$ cat src/rtl/ISA.sv
// ---------------------------------------------------------------------------
// ISA: RV32I base opcode constants used by the decode stage.
// Rev 1.0
// ---------------------------------------------------------------------------
`default_nettype none

package ISA;
    localparam logic [6:0] OPC_OP     = 7'b0110011;
    localparam logic [6:0] OPC_OP_IMM = 7'b0010011;
    localparam logic [6:0] OPC_LUI    = 7'b0110111;
    localparam logic [6:0] OPC_AUIPC  = 7'b0010111;
    localparam logic [6:0] OPC_LOAD   = 7'b0000011;
    localparam logic [6:0] OPC_STORE  = 7'b0100011;
    localparam logic [6:0] OPC_BRANCH = 7'b1100011;
    localparam logic [6:0] OPC_JAL    = 7'b1101111;
    localparam logic [6:0] OPC_JALR   = 7'b1100111;
endpackage

`default_nettype wire

$ cat src/rtl/PipelineReg.sv
// ---------------------------------------------------------------------------
// PipelineReg: pipeline register types shared between fetch, decode, execute.
// Rev 1.0
// ---------------------------------------------------------------------------
`default_nettype none

package PipelineReg;
    typedef enum logic [2:0] {
        ALU_LDST   = 3'b000,
        ALU_BRANCH = 3'b001,
        ALU_R      = 3'b010,
        ALU_I      = 3'b011,
        ALU_LUI    = 3'b100,
        ALU_AUIPC  = 3'b101,
        ALU_JAL    = 3'b110,
        ALU_JALR   = 3'b111
    } ALU_OP;

    typedef enum logic [1:0] {
        SRC_RS2 = 2'b00,
        SRC_IMM = 2'b01,
        SRC_PC  = 2'b10
    } ALU_SRC;

    typedef struct packed {
        logic [31:0] pc;
        logic [31:0] instr;
    } ID_STATE;

    typedef struct packed {
        logic [31:0] pc;
        logic [4:0]  rs1;
        logic [4:0]  rs2;
        logic [4:0]  rd;
        logic [31:0] imm;
        ALU_OP       alu_op;
        ALU_SRC      alu_src;
        logic [2:0]  func3;
        logic        func7;
        logic        reg_write;
        logic        mem_read;
        logic        mem_write;
        logic        mem_to_reg;
    } EX_STATE;

    typedef struct packed {
        logic       valid;
        logic [4:0] rd;
        logic       is_load;
    } SB_ENTRY;
endpackage

`default_nettype wire

$ cat src/rtl/rv32i_ctrl_decode.sv
// ---------------------------------------------------------------------------
// rv32i_ctrl_decode: combinational RV32I instruction -> control word mapping.
// Rev 1.0
// ---------------------------------------------------------------------------
`default_nettype none

module rv32i_ctrl_decode
    import PipelineReg::*;
    import ISA::*;
(
    input  logic [31:0] pc,
    input  logic [31:0] instr,
    output EX_STATE     ctrl,
    output logic        rs1_used,
    output logic        rs2_used,
    output logic        illegal
);
    logic [6:0]  opcode;
    logic [31:0] imm_i;
    logic [31:0] imm_s;
    logic [31:0] imm_b;
    logic [31:0] imm_u;
    logic [31:0] imm_j;
    logic        writes_rd;

    assign opcode = instr[6:0];
    assign imm_i  = {{20{instr[31]}}, instr[31:20]};
    assign imm_s  = {{20{instr[31]}}, instr[31:25], instr[11:7]};
    assign imm_b  = {{19{instr[31]}}, instr[31], instr[7], instr[30:25], instr[11:8], 1'b0};
    assign imm_u  = {instr[31:12], 12'b0};
    assign imm_j  = {{11{instr[31]}}, instr[31], instr[19:12], instr[20], instr[30:21], 1'b0};

    always_comb begin
        ctrl       = '0;
        rs1_used   = 1'b0;
        rs2_used   = 1'b0;
        illegal    = 1'b0;
        writes_rd  = 1'b0;
        ctrl.pc    = pc;
        ctrl.func3 = instr[14:12];
        ctrl.func7 = instr[30];
        case (opcode)
            OPC_OP: begin
                ctrl.alu_op = ALU_R;    ctrl.alu_src = SRC_RS2;
                rs1_used = 1'b1; rs2_used = 1'b1; writes_rd = 1'b1;
            end
            OPC_OP_IMM: begin
                ctrl.alu_op = ALU_I;    ctrl.alu_src = SRC_IMM; ctrl.imm = imm_i;
                rs1_used = 1'b1; writes_rd = 1'b1;
            end
            OPC_LUI: begin
                ctrl.alu_op = ALU_LUI;  ctrl.alu_src = SRC_IMM; ctrl.imm = imm_u;
                writes_rd = 1'b1;
            end
            OPC_AUIPC: begin
                ctrl.alu_op = ALU_AUIPC; ctrl.alu_src = SRC_PC; ctrl.imm = imm_u;
                writes_rd = 1'b1;
            end
            OPC_LOAD: begin
                ctrl.alu_op = ALU_LDST; ctrl.alu_src = SRC_IMM; ctrl.imm = imm_i;
                ctrl.mem_read = 1'b1; ctrl.mem_to_reg = 1'b1;
                rs1_used = 1'b1; writes_rd = 1'b1;
            end
            OPC_STORE: begin
                ctrl.alu_op = ALU_LDST; ctrl.alu_src = SRC_IMM; ctrl.imm = imm_s;
                ctrl.mem_write = 1'b1;
                rs1_used = 1'b1; rs2_used = 1'b1;
            end
            OPC_BRANCH: begin
                ctrl.alu_op = ALU_BRANCH; ctrl.alu_src = SRC_RS2; ctrl.imm = imm_b;
                rs1_used = 1'b1; rs2_used = 1'b1;
            end
            OPC_JAL: begin
                ctrl.alu_op = ALU_JAL;  ctrl.alu_src = SRC_PC;  ctrl.imm = imm_j;
                writes_rd = 1'b1;
            end
            OPC_JALR: begin
                ctrl.alu_op = ALU_JALR; ctrl.alu_src = SRC_IMM; ctrl.imm = imm_i;
                rs1_used = 1'b1; writes_rd = 1'b1;
            end
            default: illegal = 1'b1;
        endcase
        // Fields without a register meaning are zeroed so the hazard check never sees them.
        ctrl.rs1       = rs1_used  ? instr[19:15] : 5'd0;
        ctrl.rs2       = rs2_used  ? instr[24:20] : 5'd0;
        ctrl.rd        = writes_rd ? instr[11:7]  : 5'd0;
        ctrl.reg_write = writes_rd && (instr[11:7] != 5'd0);
    end
endmodule

`default_nettype wire

$ cat src/rtl/decode_stage.sv
// ---------------------------------------------------------------------------
// decode_stage: registered RV32I decode with rd scoreboard and hazard bubbles.
// Rev 1.0
// ---------------------------------------------------------------------------
`default_nettype none

module decode_stage
    import PipelineReg::*;
#(
    parameter int HAZ_DEPTH = 3,
    parameter bit FWD_EN    = 1'b1,
    parameter int CNT_W     = 16
) (
    input  logic             clk,
    input  logic             reset,
    input  logic             in_valid,
    output logic             in_ready,
    input  ID_STATE          id_state,
    input  logic             flush,
    output logic             out_valid,
    input  logic             out_ready,
    output EX_STATE          ex_state,
    output logic             illegal,
    output logic [CNT_W-1:0] stall_count
);
    localparam logic [CNT_W-1:0] CNT_ONE = {{(CNT_W-1){1'b0}}, 1'b1};

    EX_STATE                   dec_ctrl;
    logic                      dec_rs1_used;
    logic                      dec_rs2_used;
    logic                      dec_illegal;
    logic                      hazard;
    logic                      out_free;
    logic                      accept;
    logic                      bubble;

    logic                      out_valid_q,   out_valid_d;
    EX_STATE                   ex_state_q,    ex_state_d;
    logic                      illegal_q,     illegal_d;
    logic [CNT_W-1:0]          stall_count_q, stall_count_d;
    SB_ENTRY [HAZ_DEPTH-1:0]   slot_q,        slot_d;

    rv32i_ctrl_decode u_ctrl (
        .pc       (id_state.pc),
        .instr    (id_state.instr),
        .ctrl     (dec_ctrl),
        .rs1_used (dec_rs1_used),
        .rs2_used (dec_rs2_used),
        .illegal  (dec_illegal)
    );

    // With forwarding only a load sitting in the output register can stall.
    always_comb begin
        hazard = 1'b0;
        for (int k = 0; k < HAZ_DEPTH; k++) begin
            if (slot_q[k].valid && (slot_q[k].rd != 5'd0) &&
                (!FWD_EN || ((k == 0) && slot_q[k].is_load))) begin
                if ((dec_rs1_used && (dec_ctrl.rs1 == slot_q[k].rd)) ||
                    (dec_rs2_used && (dec_ctrl.rs2 == slot_q[k].rd))) begin
                    hazard = 1'b1;
                end
            end
        end
        hazard = hazard && in_valid;
    end

    assign out_free = !out_valid_q || out_ready;
    assign in_ready = reset && (flush || (!hazard && out_free));
    assign accept   = in_valid && in_ready && !flush;
    assign bubble   = hazard && out_free && !flush;

    always_comb begin
        out_valid_d   = out_valid_q;
        ex_state_d    = ex_state_q;
        illegal_d     = illegal_q;
        stall_count_d = stall_count_q;
        slot_d        = slot_q;
        if (flush) begin
            out_valid_d = 1'b0;
            ex_state_d  = '0;
            illegal_d   = 1'b0;
            slot_d[0]   = '0;
        end else if (out_free) begin
            for (int k = HAZ_DEPTH - 1; k > 0; k--) begin
                slot_d[k] = slot_q[k-1];
            end
            if (accept) begin
                out_valid_d = 1'b1;
                ex_state_d  = dec_ctrl;
                illegal_d   = dec_illegal;
                slot_d[0]   = SB_ENTRY'{valid: dec_ctrl.reg_write, rd: dec_ctrl.rd,
                                        is_load: dec_ctrl.mem_read};
            end else begin
                out_valid_d = 1'b0;
                ex_state_d  = '0;
                illegal_d   = 1'b0;
                slot_d[0]   = '0;
            end
            if (bubble && (stall_count_q != {CNT_W{1'b1}})) begin
                stall_count_d = stall_count_q + CNT_ONE;
            end
        end
    end

    always_ff @(posedge clk or negedge reset) begin
        if (!reset) begin
            out_valid_q   <= 1'b0;
            ex_state_q    <= '0;
            illegal_q     <= 1'b0;
            stall_count_q <= '0;
            slot_q        <= '0;
        end else begin
            out_valid_q   <= out_valid_d;
            ex_state_q    <= ex_state_d;
            illegal_q     <= illegal_d;
            stall_count_q <= stall_count_d;
            slot_q        <= slot_d;
        end
    end

    assign out_valid   = out_valid_q;
    assign ex_state    = ex_state_q;
    assign illegal     = illegal_q;
    assign stall_count = stall_count_q;
endmodule

`default_nettype wire

$ cat config.mk
export PLATFORM = sky130hd
export DESIGN_NAME = decode_stage
export DESIGN_NICKNAME = d
export VERILOG_FILES = /design/src/rtl/ISA.sv /design/src/rtl/PipelineReg.sv /design/src/rtl/rv32i_ctrl_decode.sv /design/src/rtl/decode_stage.sv
export SDC_FILE = /design/constraint.sdc
export NUM_CORES = 1
export LEC_CHECK = 0
export ABC_AREA = 1
export CAP_MARGIN = 25
export CELL_PAD_IN_SITES_DETAIL_PLACEMENT = 1
export CELL_PAD_IN_SITES_GLOBAL_PLACEMENT = 1
export CORE_MARGIN = 2
export CORE_UTILIZATION = 35
export DETAILED_ROUTE_END_ITERATION = 10
export PLACE_DENSITY_LB_ADDON = 0.1
export SYNTH_ARGS = -nofsm -noshare
export SYNTH_HDL_FRONTEND = slang
export SYNTH_HIERARCHICAL = 1
export SYNTH_SLANG_ARGS = --single-unit
$ cat constraint.sdc
create_clock -name clk -period 3.1 [get_ports clk]
set_input_delay 0.465 -clock clk [delete_from_list [all_inputs] [get_ports clk]]
set_output_delay 0.465 -clock clk [all_outputs]
set_load 0.05 [all_outputs]
Yosys cells after proc, flatten, opt, wreduce, memory -nomap -nowiden:

Cells that the tools add are included.

* flip-flop bits (word level): 117
* output and inout bits: 111

* reduce and logical (&&, ||, !) cells: 30
* multiplexer cells: 25
* equality and inequality tests: 12
* bitwise logic cells: 1
* add/subtract/negate cells: 1

Operators with widths (number)
* two-way mux 92 bit: 3
* one-hot mux 32 bit (5 select lines): 1
* one-hot mux 5 bit (8 select lines): 1
* == test 7 x 6 -> 1 bit (second input constant): 3
* == test 7 bit (second input constant): 3
* two-way mux 7 bit: 3
* adder 16 x 1 -> 16 bit (second input constant): 1
* inequality test 16 bit (second input constant): 1
* two-way mux 5 bit: 3
* == test 7 x 5 -> 1 bit (second input constant): 2
* two-way mux 1 bit: 14
* logical AND 1 bit: 13
* == test 5 bit: 2
* nonzero test 5 bit: 2
* OR reduction 9 bit: 1
* == test 7 x 2 -> 1 bit (second input constant): 1
* OR reduction 7 bit: 1
* OR reduction 3 bit: 2
* OR reduction 6 bit: 1
* OR reduction 2 bit: 2
* zero test 1 bit: 3
* logical OR 1 bit: 3
* AND reduction 3 bit: 1
* nonzero test 2 bit: 1
* inverter 1 bit: 1

Logic depth before layout (Yosys ltp):

Gate-level depths: netlist of run 1.

* depth after elaboration: 19
* mapped depth: 23
* gate-level depth less buffers: 22

Modules after synthesis:

Netlist of run 1, hierarchy kept.

By module, submodules not included
* decode_stage: times used 1, cells an instance 601, sequential area each 2752.6 µm², area each 5012.3 µm²
* rv32i_ctrl_decode: times used 1, cells an instance 221, sequential area each 0.0 µm², area each 1266.2 µm²

Least setup slack after synthesis of run 1:

Ideal clock, no wire load.

* kind: input-to-output
* start point: input port id_state[4] (netlist bit)
* end point: output port in_ready
* data required time: 2.635 ns
* stages on the path: 17
* path slack: 0.384 ns
* arrival: 2.251 ns
* cell sequence: inv_1 -> nand2_2 -> inv_1 -> o21ai_0 -> nor2_1 -> inv_1 -> nand2_1 -> nand2_1 -> nor2_1 -> nand3_1 -> nand2_1 -> nand2_2 -> inv_2 -> nand2_2 -> buf_6 -> nand2_1 -> inv_1

RTL lines
* start, declared: RTL line decode_stage.sv:18 `input ID_STATE id_state,`
* end, declared: RTL line decode_stage.sv:17 `output logic in_ready,`

==> run_summary.xml, run 1 <==
<?xml version="1.0" encoding="UTF-8"?>
<metrics>
  <group name="sta">
    <metric name="hold_slack" unit="ps">45.9</metric>
    <metric name="rsz0062_at_grt" unit="">no</metric>
    <metric name="timing.final.hold_violations" unit="">0</metric>
    <metric name="finalCriticalPeriod" unit="ps">2870</metric>
    <metric name="final_max_slew_viol_count" unit="">0</metric>
    <metric name="achievable-frequency" unit="GHz">0.349</metric>
    <metric name="finalCritPeriodShare" unit="%">92.4</metric>
    <metric name="worst_slew_margin_rel" unit="%">34.2</metric>
    <metric name="clock-skew-final" unit="ps">7.42</metric>
    <metric name="worst-slew-pin-transition" unit="ps">988</metric>
    <metric name="timing.final.setup_violations" unit="">0</metric>
  </group>
  <group name="grt">
    <metric name="maximum_number_of_pins_on_one_net_before_global_route_repair" unit="">94</metric>
    <metric name="grt_overflow_total" unit="">0</metric>
    <metric name="grt_first_pass_wirelength" unit="µm">33500</metric>
    <metric name="first_global_vias" unit="">6524</metric>
    <metric name="initial_antenna_violation_count" unit="">0</metric>
    <metric name="global_route.usage.total" unit="%">22.5</metric>
  </group>
  <group name="place">
    <metric name="portbufs" unit="">179</metric>
    <metric name="post_detailed_placement_half_perimeter_wirelength" unit="µm">15100</metric>
    <metric name="gpl.final_weighted_congestion" unit="">0.982</metric>
  </group>
  <group name="yosys">
    <metric name="synth-edff-count" unit="">0</metric>
    <metric name="synth.area.top_cells" unit="">sky130_fd_sc_hd__dfrtp_1 44%, sky130_fd_sc_hd__nand2_1 19%, sky130_fd_sc_hd__nand4_1 11%</metric>
    <metric name="number_of_nets_in_the_synthesized_netlist" unit="">892</metric>
    <metric name="syn_area_per_cell" unit="µm²">7.64</metric>
    <metric name="seq_cells_post_synth" unit="">110</metric>
    <metric name="ranking_of_synthesized_cells_by_instance_count" unit="">310 x sky130_fd_sc_hd__nand2_1, 114 x sky130_fd_sc_hd__nand4_1, 110 x sky130_fd_sc_hd__dfrtp_1</metric>
    <metric name="synthDistinctLibCells" unit="">32</metric>
    <metric name="top_cell_type_by_total_area_after_synthesis" unit="">sky130_fd_sc_hd__dfrtp_1</metric>
    <metric name="yosysMostFrequentCell" unit="">sky130_fd_sc_hd__nand2_1</metric>
    <metric name="ys_seq_area_share" unit="%">43.8</metric>
    <metric name="synth_top_flop_cell" unit="">sky130_fd_sc_hd__dfrtp_1</metric>
    <metric name="async_set_reset_flop_share_out_of_synthesis" unit="%">100</metric>
    <metric name="synthCells" unit="">822</metric>
    <metric name="synthDominantCellAreaShare" unit="%">43.8</metric>
    <metric name="yosysWarnings" unit="">6</metric>
    <metric name="synth.cell_area" unit="µm²">6280</metric>
  </group>
  <group name="power_and_ir_drop">
    <metric name="power" unit="W">0.00307</metric>
    <metric name="pwr_per_cell_area" unit="nW/µm²">362</metric>
    <metric name="power.ir.vdd_worst" unit="µV">291</metric>
    <metric name="power_leakage" unit="nW">4.43</metric>
  </group>
  <group name="floorplan">
    <metric name="initial_core_util" unit="%">36.0</metric>
    <metric name="die_area" unit="µm²">19000</metric>
    <metric name="io_pins" unit="">180</metric>
    <metric name="core-area" unit="µm²">17400</metric>
    <metric name="die_x" unit="µm">138</metric>
    <metric name="chipHeight" unit="µm">138</metric>
    <metric name="row_count" unit="">48</metric>
  </group>
  <group name="critical_path">
    <metric name="cp_cell_sequence" unit="">dlygate4sd2_1, inv_2, nand2_2, nor2_8, nand2_4, inv_1, nor2_2, o21ai_4, nand2_2, inv_2, inv_1, nand2_1, nand2_1, nor2_1, nand3_1, nand2_1, nand2_2, inv_2, nand2_4, nand2_2, inv_2, buf_12</metric>
    <metric name="cp.required" unit="ps">2630</metric>
    <metric name="worstSetupEndpointType" unit="">primary output</metric>
    <metric name="worst-setup-path-type" unit="">input pin to primary output</metric>
    <metric name="path_depth" unit="">22</metric>
    <metric name="path_buf_inv" unit="">8</metric>
    <metric name="largest_fanout_on_the_critical_path" unit="">7</metric>
    <metric name="critPathMaxStageDelay" unit="ps">260</metric>
    <metric name="kind_of_cell_adding_the_most_delay_to_the_critical_path" unit="">simple AND/OR/NAND/NOR gates</metric>
    <metric name="worst_path_max_delay_cell" unit="">sky130_fd_sc_hd__dlygate4sd2_1</metric>
    <metric name="r2r.worst_path.cells" unit="">14</metric>
    <metric name="start_kind" unit="">input pin</metric>
    <metric name="timing.critical_path.arrival" unit="ps">2400</metric>
  </group>
  <group name="drt">
    <metric name="firstDrtPassIters" unit="">4</metric>
    <metric name="drt_first_iter_violations" unit="">265</metric>
    <metric name="dr_total_vias" unit="">6166</metric>
    <metric name="wire_per_inst" unit="µm">17.5</metric>
    <metric name="avgViaCountPerCell" unit="">5.16</metric>
    <metric name="ant_nets" unit="">0</metric>
    <metric name="drt_wl_total" unit="µm">20900</metric>
    <metric name="drc_violations_left" unit="">0</metric>
  </group>
  <group name="clocking">
    <metric name="clock_tree.root_cell" unit="">sky130_fd_sc_hd__clkbuf_16</metric>
    <metric name="clk_pin_slew_worst_paths" unit="ps">80</metric>
    <metric name="cts-buffers-inserted" unit="">9</metric>
    <metric name="clock_sinks" unit="">110</metric>
    <metric name="clock_latency_reported_for_the_late_side_of_the_worst_skew_pair" unit="ps">360</metric>
    <metric name="cts_tree" unit="">built</metric>
    <metric name="cts_buffer_depth" unit="">2</metric>
    <metric name="cts_h_tree_depth" unit="">3</metric>
  </group>
  <group name="min_path">
    <metric name="worst_hold_path_type" unit="">input pin to async pin</metric>
  </group>
  <group name="cells_and_area">
    <metric name="number_of_diodes" unit="">0</metric>
    <metric name="fraction_of_final_layout_cells_sized_beyond_drive_strength_1" unit="%">11.6</metric>
    <metric name="layout-area-overhead-vs-synth" unit="%">35.2</metric>
    <metric name="count_of_nets_after_finishing" unit="">1036</metric>
  </group>
  <group name="outcome">
    <metric name="run_status" unit="">finished clean</metric>
  </group>
  <group name="flow_run">
    <metric name="max_cap_violations" unit="">0</metric>
  </group>
</metrics>
[sequential cells by signal, indices dropped and copies added, names as in the netlist]
register and count:
illegal 1, out_valid 1, ex_state 92, stall_count 16
[cells in the final DEF (no fill, tap or decap), types with 9 or more instances in the layout]
cell                              Yosys  layout
sky130_fd_sc_hd__clkdlybuf4s50_1      0     170
sky130_fd_sc_hd__inv_2                8      15
sky130_fd_sc_hd__nand4_1            114     114
sky130_fd_sc_hd__nor2_1              37      32
sky130_fd_sc_hd__nand2_2              6       9
sky130_fd_sc_hd__nand2_1            310     305
sky130_fd_sc_hd__dfrtp_1            110     110
sky130_fd_sc_hd__o21ai_2             11      10
sky130_fd_sc_hd__buf_4               39      38
sky130_fd_sc_hd__clkbuf_16            0       9
sky130_fd_sc_hd__inv_1               67      60
sky130_fd_sc_hd__nand3_1             28      28
[per-layer routing]
layer / GRT usage (%) / wire length (µm)
met5: 0 / 0
met4: 6.52 / 392
met3: 3.58 / 824
met2: 39.9 / 10700
met1: 28.2 / 8940
[logic make-up after synthesis]
| group | after synthesis | share of synthesized area, % |
|---|---|---|
| and+or+nand+nor | 513 | 37.8 |
| buffers and inverters | 162 | 13.6 |
| DFF | 110 | 43.8 |
| AOI/OAI and AO/OA | 27 | 3.31 |
| xor gates and xnor gates | 9 | 1.26 |
| adders and majority gates | 1 | 0.199 |
[layout make-up]
| class | instances | area, µm² |
|---|---|---|
| clock buffers | 9 | 225 |
| clock inverters | 6 | 80.1 |
| fillers | 2111 | 8930 |
| inverters | 76 | 287 |
| multi-input cells | 550 | 2720 |
| flip-flops and latches | 110 | 2750 |
| well taps | 225 | 282 |
| repair buffers | 219 | 2140 |
[final timing paths]
path | start | endpoint | slack (ps)
max in group asynchronous | reset | ex_state[48]$_DFFE_PN0P_ | 2090
setup / recovery | id_state[4] | in_ready | 230
hold / removal | reset | stall_count[13]$_DFFE_PN0P_ | 50
hold reg to reg | ex_state[25]$_DFFE_PN0P_ | ex_state[25]$_DFFE_PN0P_ | 490
min in group clk | ex_state[25]$_DFFE_PN0P_ | ex_state[25]$_DFFE_PN0P_ | 490
setup reg to reg | ex_state[48]$_DFFE_PN0P_ | ex_state[47]$_DFFE_PN0P_ | 1220
[stage by stage]
| step | TNS, ps | setup slack, ps | instances | instance area (µm²) | utilization, % |
|---|---|---|---|---|---|
| finish | 0 | 235 | 1195 | 8490 | 48.7 |
| global route | 0 | 36.0 | 1195 | 8490 | 48.7 |
| CTS | 0 | 2.80 | 1194 | 8450 | 48.5 |
| detailed placement | -1770 | -119 | 1178 | 8130 | 46.7 |
| global placement | 0 | 21.0 | 1178 | 8130 | 46.7 |
| floorplan | 0 | 384 | 822 | 6280 | - |
[report_power, final]
group	switching [W]	leakage, nW	internal [W]
Combinational	0.000247	2.78	0.000147
Sequential	0.0000107	1.50	0.00145
Clock	0.000582	0.145	0.000638
Total	0.000839	4.43	0.00224
[timing repair]
item / CTS / global route
buffers inserted: 1 / 1
setup endpoints to repair: 1 / 1
resized for setup: 9 / 15
hold buffers: 0 / 0
hold endpoints to repair: 0 / 0
pin swaps: 6 / 6
Note: power is estimated with default switching activity, not from simulation.
==> run 2, diff against run 1 <==
Settings changed: CORE_MARGIN 2 to 4.
==> run_summary.xml, run 2 (synthesized netlist as in run 1, its figures left out) <==
<?xml version="1.0" encoding="UTF-8"?>
<metrics>
  <group name="cells_and_area">
    <metric name="layout.cells.most_common" unit="">sky130_fd_sc_hd__nand2_1</metric>
    <metric name="layout-area-overhead-vs-synth" unit="%">35.4</metric>
    <metric name="largest_register_ffs" unit="">92</metric>
    <metric name="number_of_diodes" unit="">0</metric>
    <metric name="fraction_of_final_layout_cells_sized_beyond_drive_strength_1" unit="%">11.9</metric>
    <metric name="count_of_nets_after_finishing" unit="">1035</metric>
    <metric name="layout.cells.most_common_list" unit="">308 x sky130_fd_sc_hd__nand2_1, 170 x sky130_fd_sc_hd__clkdlybuf4s50_1, 114 x sky130_fd_sc_hd__nand4_1, 110 x sky130_fd_sc_hd__dfrtp_1, 60 x sky130_fd_sc_hd__inv_1</metric>
  </group>
  <group name="sta">
    <metric name="finalCriticalPeriod" unit="ps">2880</metric>
    <metric name="timing.final.setup_violations" unit="">0</metric>
    <metric name="worst-slew-pin-transition" unit="ps">1030</metric>
    <metric name="worst_slew_margin_rel" unit="%">31.6</metric>
    <metric name="post-route-worst-setup-slack" unit="ps">224</metric>
    <metric name="timing.final.hold_violations" unit="">0</metric>
    <metric name="achievable-frequency" unit="GHz">0.348</metric>
    <metric name="tns" unit="ps">0</metric>
    <metric name="finalCritPeriodShare" unit="%">92.8</metric>
    <metric name="final_max_slew_viol_count" unit="">0</metric>
    <metric name="rsz0062_at_grt" unit="">no</metric>
    <metric name="clock-skew-final" unit="ps">16.2</metric>
  </group>
  <group name="grt">
    <metric name="first_global_vias" unit="">6621</metric>
    <metric name="initial_antenna_violation_count" unit="">0</metric>
    <metric name="grt_overflow_total" unit="">0</metric>
    <metric name="global_route.usage.total" unit="%">21.2</metric>
    <metric name="grt_first_pass_wirelength" unit="µm">34500</metric>
    <metric name="maximum_number_of_pins_on_one_net_before_global_route_repair" unit="">111</metric>
  </group>
  <group name="critical_path">
    <metric name="cp.required" unit="ps">2630</metric>
    <metric name="cp_cell_sequence" unit="">clkdlybuf4s15_1, inv_2, nand2_4, nor2_8, nand2_2, inv_2, nor2_2, o21ai_4, nand2_1, inv_2, inv_1, nand2_1, nand2_1, nor2_1, nand3_1, nand2_1, nand2_2, inv_2, nand2_4, nand2_1, inv_1, buf_12</metric>
    <metric name="start_kind" unit="">input pin</metric>
    <metric name="worst_path_most_repeated_cell" unit="">sky130_fd_sc_hd__nand2_1</metric>
    <metric name="timing.critical_path.arrival" unit="ps">2410</metric>
    <metric name="r2r.worst_path.cells" unit="">13</metric>
    <metric name="regToRegSetupSlack" unit="ps">1250</metric>
    <metric name="worstSetupEndpointType" unit="">primary output</metric>
    <metric name="worst-setup-path-type" unit="">input pin to primary output</metric>
    <metric name="critPathMaxStageDelay" unit="ps">230</metric>
    <metric name="worst_path_max_delay_cell" unit="">sky130_fd_sc_hd__clkdlybuf4s15_1</metric>
    <metric name="rr_startpoint" unit="">stall_count[0]$_DFFE_PN0P_</metric>
    <metric name="largest_fanout_on_the_critical_path" unit="">7</metric>
    <metric name="reg2reg_to" unit="">stall_count[13]$_DFFE_PN0P_</metric>
  </group>
  <group name="drt">
    <metric name="ant_nets" unit="">0</metric>
    <metric name="firstDrtPassIters" unit="">4</metric>
    <metric name="drt_wl_total" unit="µm">21400</metric>
    <metric name="wire_per_inst" unit="µm">17.9</metric>
    <metric name="drc_violations_left" unit="">0</metric>
    <metric name="drt_first_iter_violations" unit="">310</metric>
    <metric name="avgViaCountPerCell" unit="">5.16</metric>
    <metric name="dr_total_vias" unit="">6164</metric>
  </group>
  <group name="place">
    <metric name="gpl.final_weighted_congestion" unit="">0.908</metric>
    <metric name="post_detailed_placement_half_perimeter_wirelength" unit="µm">15200</metric>
    <metric name="pre_cts_slack" unit="ps">-104</metric>
    <metric name="portbufs" unit="">179</metric>
  </group>
  <group name="power_and_ir_drop">
    <metric name="power.ir.vdd_worst" unit="µV">324</metric>
    <metric name="power_leakage" unit="nW">4.44</metric>
    <metric name="pwr_per_cell_area" unit="nW/µm²">355</metric>
  </group>
  <group name="clocking">
    <metric name="clk_pin_slew_worst_paths" unit="ps">80</metric>
    <metric name="cts-buffers-inserted" unit="">9</metric>
    <metric name="cts_tree" unit="">built</metric>
    <metric name="cts_h_tree_depth" unit="">3</metric>
    <metric name="cts-hold-fix-buffers" unit="">0</metric>
    <metric name="clock_tree.root_cell" unit="">sky130_fd_sc_hd__clkbuf_16</metric>
    <metric name="cts_buffer_depth" unit="">2</metric>
    <metric name="clock_sinks" unit="">110</metric>
    <metric name="clock_latency_reported_for_the_late_side_of_the_worst_skew_pair" unit="ps">370</metric>
  </group>
  <group name="floorplan">
    <metric name="io_pins" unit="">180</metric>
    <metric name="row_count" unit="">48</metric>
    <metric name="die_area" unit="µm²">20100</metric>
    <metric name="initial_core_util" unit="%">36.0</metric>
    <metric name="core-area" unit="µm²">17400</metric>
    <metric name="die_x" unit="µm">142</metric>
    <metric name="chipHeight" unit="µm">142</metric>
  </group>
  <group name="outcome">
    <metric name="run_status" unit="">finished clean</metric>
  </group>
  <group name="flow_run">
    <metric name="max_cap_violations" unit="">0</metric>
  </group>
  <group name="min_path">
    <metric name="worst_hold_path_type" unit="">input pin to async pin</metric>
  </group>
</metrics>
[run 2: cell types whose count changed in the layout (fill, tap and decap cells not counted), sizes merged]
cell           previous run  this run
dlygate4sd2               4         0
clkinv                    3         5
dlymetal6s2s              3         6
clkdlybuf4s15             0         1
bufinv                    1         0
buf                      42        41
[run 2: where the power goes]
group          total [W]  internal (W)  switching [W]
Clock            0.00116      0.000564       0.000594
Sequential       0.00146       0.00145      0.0000111
Combinational   0.000399      0.000150       0.000249
Total            0.00302       0.00216       0.000854
[run 2: layout make-up]
class / instances / area, µm²
Multi-Input combinational cell: 550 / 2740
Timing Repair Buffer: 218 / 2140
Inverter: 76 / 287
Sequential cell: 110 / 2750
Clock inverter: 7 / 66.3
Fill cell: 2128 / 8920
Clock buffer: 9 / 225
Tap cell: 225 / 282
[run 2: per-stage QoR]
stage | utilization, % | hold slack [ps] | cells | power (W) | area, µm²
floorplan | - | 169 | 822 | 0.00169 | 6280
global placement | 46.6 | 461 | 1175 | 0.00188 | 8110
detailed placement | 46.6 | 465 | 1175 | 0.00188 | 8110
CTS | 48.3 | 244 | 1191 | 0.00305 | 8420
global route | 48.8 | 254 | 1195 | 0.00315 | 8500
finish | 48.8 | 204 | 1195 | 0.00302 | 8500
[run 2: timing repair]
| action | CTS | global route |
|---|---|---|
| endpoints found under the hold margin | 0 | 0 |
| pin swaps | 0 | 10 |
| gates cloned | 0 | 0 |
| setup buffers | 0 | 4 |
| endpoints found under the setup margin | 1 | 1 |
| resized for setup | 8 | 22 |
[run 2: per-layer routing]
| metal | GRT usage (%) | part of all wire (%) | up-vias |
|---|---|---|---|
| li1 | - | - | 2921 |
| met1 | 26.8 | 42 | 3062 |
| met2 | 37.6 | 52 | 156 |
| met3 | 3.19 | 4.5 | 25 |
| met4 | 5.86 | 1.7 | 0 |
| met5 | 0 | 0 | - |
[run 2: worst max-delay path by stage]
| stage | startpoint | slack, ps | cells after the start | endpoint |
|---|---|---|---|---|
| after floorplan | id_state[4] | 380 | 17 | in_ready |
| after global placement | id_state[4] | 60 | 22 | in_ready |
| after detailed placement | id_state[4] | -100 | 22 | in_ready |
| after CTS | id_state[2] | 2 | 19 | in_ready |
| after global routing | id_state[4] | 7 | 22 | in_ready |
| final | id_state[4] | 220 | 22 | in_ready |
[run 2: worst max-delay path, delay by kind of cell]
family	cells	cell delay, ps
AO/OA/AOI/OAI	1	110
buffers and inverters	8	810
AND/OR/NAND/NOR	13	1010
